[src/rtl/pipes.sv]
// rtl/pipes.sv - pipeline-wide types and constants shared between stages
package pipes;

    localparam logic [63:0] PC_STEP = 64'd4;

    typedef struct packed {
        logic        valid;
        logic        misalign;
        logic [63:0] pc;
        logic [31:0] raw_instr;
    } fetch_data_t;

    typedef enum logic [1:0] {
        F_REQ  = 2'd0,
        F_WAIT = 2'd1,
        F_HOLD = 2'd2,
        F_KILL = 2'd3
    } fetch_state_t;

endpackage

[src/rtl/fetch_stage.sv]
// rtl/fetch_stage.sv - instruction fetch: pc owner, single-outstanding bus request, F/D bundle
module fetch_stage
    import pipes::*;
#(
    parameter logic [63:0] RESET_PC = 64'h0000_0000_8000_0000
) (
    input  logic        clk,
    input  logic        reset,
    input  logic        stallF,
    input  logic        redirect_valid,
    input  logic [63:0] redirect_pc,
    output logic        ireq_valid,
    output logic [63:0] ireq_addr,
    input  logic        ireq_ready,
    input  logic        iresp_valid,
    input  logic [31:0] iresp_data,
    output fetch_data_t dataF,
    output logic        fetch_busy
);

    fetch_state_t state, state_n;
    logic [63:0]  pc, pc_n;
    logic [31:0]  hold_instr, hold_instr_n;
    logic         hold_misalign, hold_misalign_n;
    logic         pc_aligned;

    assign pc_aligned = (pc[1:0] == 2'b00);

    always_ff @(posedge clk) begin
        if (reset) begin
            state         <= F_REQ;
            pc            <= RESET_PC;
            hold_instr    <= '0;
            hold_misalign <= 1'b0;
        end else begin
            state         <= state_n;
            pc            <= pc_n;
            hold_instr    <= hold_instr_n;
            hold_misalign <= hold_misalign_n;
        end
    end

    always_comb begin
        state_n         = state;
        pc_n            = pc;
        hold_instr_n    = hold_instr;
        hold_misalign_n = hold_misalign;

        case (state)
            F_REQ: begin
                if (!pc_aligned) begin
                    if (redirect_valid) begin
                        pc_n = redirect_pc;
                    end else begin
                        hold_instr_n    = '0;
                        hold_misalign_n = 1'b1;
                        state_n         = F_HOLD;
                    end
                end else if (redirect_valid) begin
                    // an accepted request in this cycle now targets a stale pc
                    pc_n = redirect_pc;
                    if (ireq_ready) state_n = F_KILL;
                end else if (ireq_ready) begin
                    state_n = F_WAIT;
                end
            end
            F_WAIT: begin
                if (redirect_valid) begin
                    pc_n    = redirect_pc;
                    state_n = iresp_valid ? F_REQ : F_KILL;
                end else if (iresp_valid) begin
                    hold_instr_n    = iresp_data;
                    hold_misalign_n = 1'b0;
                    state_n         = F_HOLD;
                end
            end
            F_KILL: begin
                if (redirect_valid) pc_n = redirect_pc;
                if (iresp_valid) state_n = F_REQ;
            end
            F_HOLD: begin
                if (redirect_valid) begin
                    pc_n            = redirect_pc;
                    hold_instr_n    = '0;
                    hold_misalign_n = 1'b0;
                    state_n         = F_REQ;
                end else if (!stallF) begin
                    pc_n            = pc + PC_STEP;
                    hold_instr_n    = '0;
                    hold_misalign_n = 1'b0;
                    state_n         = F_REQ;
                end
            end
            default: state_n = F_REQ;
        endcase
    end

    assign ireq_valid = (state == F_REQ) && pc_aligned;
    assign ireq_addr  = pc;
    assign fetch_busy = (state != F_HOLD);

    always_comb begin
        dataF = '0;
        if (state == F_HOLD) begin
            dataF.valid     = 1'b1;
            dataF.misalign  = hold_misalign;
            dataF.pc        = pc;
            dataF.raw_instr = hold_instr;
        end
    end

endmodule
[config.mk]
export PLATFORM = sky130hd
export DESIGN_NAME = fetch_stage
export DESIGN_NICKNAME = d
export VERILOG_FILES = /design/src/rtl/pipes.sv /design/src/rtl/fetch_stage.sv
export SDC_FILE = /design/constraint.sdc
export NUM_CORES = 1
export LEC_CHECK = 0
export CORE_ASPECT_RATIO = 1.5
export CORE_MARGIN = 5
export CORE_UTILIZATION = 32
export CTS_BUF_LIST = sky130_fd_sc_hd__clkbuf_2
export CTS_CLUSTER_SIZE = 28
export DETAILED_ROUTE_END_ITERATION = 10
export SKIP_CTS_REPAIR_TIMING = 1
export SYNTH_ARGS = -nofsm -noshare
export SYNTH_HDL_FRONTEND = slang
export SYNTH_SLANG_ARGS = --single-unit
[constraint.sdc]
create_clock -name clk -period 6.6 [get_ports clk]
set_input_delay 0.66 -clock clk [delete_from_list [all_inputs] [get_ports clk]]
set_output_delay 0.66 -clock clk [all_outputs]
set_load 0.01 [all_outputs]
==> flow_summary.ini <==
[outcome]
outcome = finished, final reports clean

[floorplan]
core_area_um2 = 18000
fp-row-count = 60
die_area_um2 = 21300
ios = 266
die_h_um = 176
initial_utilization = 0.327
die_x_um = 121

[worst_setup_path]
endpoint = dataF[84]
critPathLaunchType = flip-flop
rr_endpoint = ireq_addr[57]
critical_path.startpoint = state[0]
path_delay_family = buffers and inverters
path_max_fanout = 70
arrival_ns = 2.91
cp.required_ns = 5.94
worstSetupPathType = reg2out
cpMaxStageDelayCell = buf_4
cp.buffers_inverters = 3
cpPeakStageDelay_ns = 0.56
regToRegStartpoint = state[0]
critPathCaptureType = primary output
path_cells = inv_1 -> ha_2 -> buf_4 -> and2_1 -> clkdlybuf4s50_1
r2r_slack_ns = 3.13
worst-path-stages = 5
worstRegToRegCells = 8

[final_layout]
nFillCells = 1848
drive_above_1_share = 0.0365
final_area_um2 = 8760
areaGrowthSynthToFinish_pct = 48.9
fin_nets = 1117
layoutNonFillerInstCount = 1233

[place]
port_buffers = 265
dp_slack_ns = 2.86
place_area_um2 = 8640
dpl.hpwl_um = 17000
place_inst = 1216
gp_congestion = 0.854

[clocking]
cts_root_buffer = clkbuf_2
cts.path.max_buffers = 2
h-tree-depth = 3
clock_latency_ns = 0.64
path_clk_slew_ns = 0.29
cts.sinks = 99
cts_tree = yes
cts_buffers = 9

[synthesis]
yosysWarnings = 0
ys_seq_elements = 99
synthesis.area_um2 = 5880
synth_cells = 785
synthesis.nets = 892
netlist_top_cells_area = dfxtp_1 (34%), and2_1 (8.9%), nor2_1 (5.2%), nand2_1 (4.6%), nand3_1 (4.3%)
synth-main-ff-cell = dfxtp_1
synth-edff-count = 0
synth_top_area_cell = dfxtp_1
synth-async-reset-ratio = 0
synth_top_area_frac = 0.337
seq_area_frac_synth = 0.337
synthTopCellsByCount = dfxtp_1 (99), and2_1 (84), nor2_1 (81)
ys_types = 51
syn_avg_cell_area_um2 = 7.49
yosysMostFrequentCell = dfxtp_1

[route]
antenna_left = 0
vias = 6586
wl_um = 23000
avgViaCountPerCell = 5.34
drtIter0Drc = 350
wl_per_cell_um = 18.6
drcViolationCount = 0
drt_pass1_iterations = 5

[sta]
drv_slew = 0
rsz0062_at_grt = false
timing.fmax_mhz = 280
maxSlewHeadroom = 0.170
timing.hold.ws_ns = 0.378
finClkSkew_ns = 0.0481
setup_viol = 0
tns_ns = 0
hold_viol = 0
setup_slack_ns = 3.03
min_period_ns = 3.57
worst_pin_slew_ns = 1.23
timing.final.crit_share = 0.540

[global_route]
grt_pass1_wl_um = 35700
first_global_vias = 6470
grt-ovfl-total = 0
antenna_found_initial = 1
grt_max_degree = 77
grt_usage = 0.209

[hold_path]
holdCritPathClass = in2reg

[power]
pwr_density_cell_nw_per_um2 = 192
ir_drop_mv = 0.111
p_leak_nw = 2.94

[job]
drv_cap = 0
final cells by class:
| type | count | area, µm² | share of cell area |
|---|---|---|---|
| antenna | 1 | 2.50 | 0.000286 |
| clock buffer | 9 | 45.0 | 0.00514 |
| clock inverter | 7 | 75.1 | 0.00857 |
| inverter | 30 | 113 | 0.0129 |
| multi-input combinational | 597 | 3570 | 0.407 |
| sequential | 99 | 1980 | 0.226 |
| tap | 217 | 272 | 0.0310 |
| timing repair buffer | 273 | 2710 | 0.309 |
report_power, final:
group	switching, mW	internal [mW]	leakage [nW]
clock network	0.233	0.0890	0.0649
logic	0.343	0.282	2.06
registers	0.0695	0.663	0.815
placed cells by master (no fill, tap or decap), drive strengths merged, types with 4 or more instances in the layout:
master	synthesis	layout
o31ai	11	11
a2111oi	10	10
mux2i	9	9
and2	85	85
buf	8	10
or3	8	8
clkdlybuf4s50	0	263
xnor2	22	22
o21ai	11	11
inv	29	32
nor4	25	25
nand4	25	25
nand3	52	52
nand2b	4	4
ha	5	5
or4	13	13
a211oi	27	27
and4	11	11
a311oi	13	13
xor2	6	6
and3	12	12
nand2	72	72
nor2	81	81
nor3	21	21
dfxtp	99	99
a21oi	44	44
clkbuf	51	9
logic make-up after synthesis:
group | synth area share
and+or+nand+nor | 0.379
AOI/OAI and AO/OA | 0.159
DFF | 0.337
buffers and inverters | 0.0572
xor gates and xnor gates | 0.0417
muxes | 0.0153
adders and majority gates | 0.0106
flip-flops by register name, indices dropped and copies added, names as in the netlist:
signal         cells
hold_instr        32
hold_misalign      1
ireq_addr         64
state              2
how the worst min path moves through the flow:
| stage | start | to | slack [ns] | cells after the start |
|---|---|---|---|---|
| 2_1_floorplan | hold_instr[0] | hold_instr[0] | 0.43 | 2 |
| 3_3_place_gp | hold_instr[21] | hold_instr[21] | 0.43 | 2 |
| 3_5_place_dp | hold_instr[6] | hold_instr[6] | 0.44 | 2 |
| 4_1_cts | reset | ireq_addr[2] | 0.31 | 2 |
| 5_1_grt | reset | ireq_addr[7] | 0.31 | 2 |
| 6_report | reset | ireq_addr[2] | 0.38 | 2 |
layer usage:
layer / global-route usage / wire length, µm / vias up
met1: 0.247 / 9060 / 3043
met3: 0.0423 / 1590 / 33
met5: 0 / 0 / -
met2: 0.375 / 11700 / 245
met4: 0.0709 / 589 / 0
li1: - / - / 3265
worst register-to-register path: stages (launching register included):
cell and delay (ns):
dfxtp_1 0.41, inv_1 0.09, ha_2 0.42, nor2b_1 0.18, buf_4 0.19, nand4_1 0.63, or4b_1 0.84, or3_1 0.38
a311oi_1 0.27
through the flow:
step / total power [mW] / utilization
6_report: 1.68 / 0.486
5_1_grt: 1.79 / 0.486
4_1_cts: 1.71 / 0.486
3_5_place_dp: 1.38 / 0.479
3_3_place_gp: 1.38 / 0.479
2_1_floorplan: 1.06 / -
Note: power is estimated with default switching activity, not from simulation.
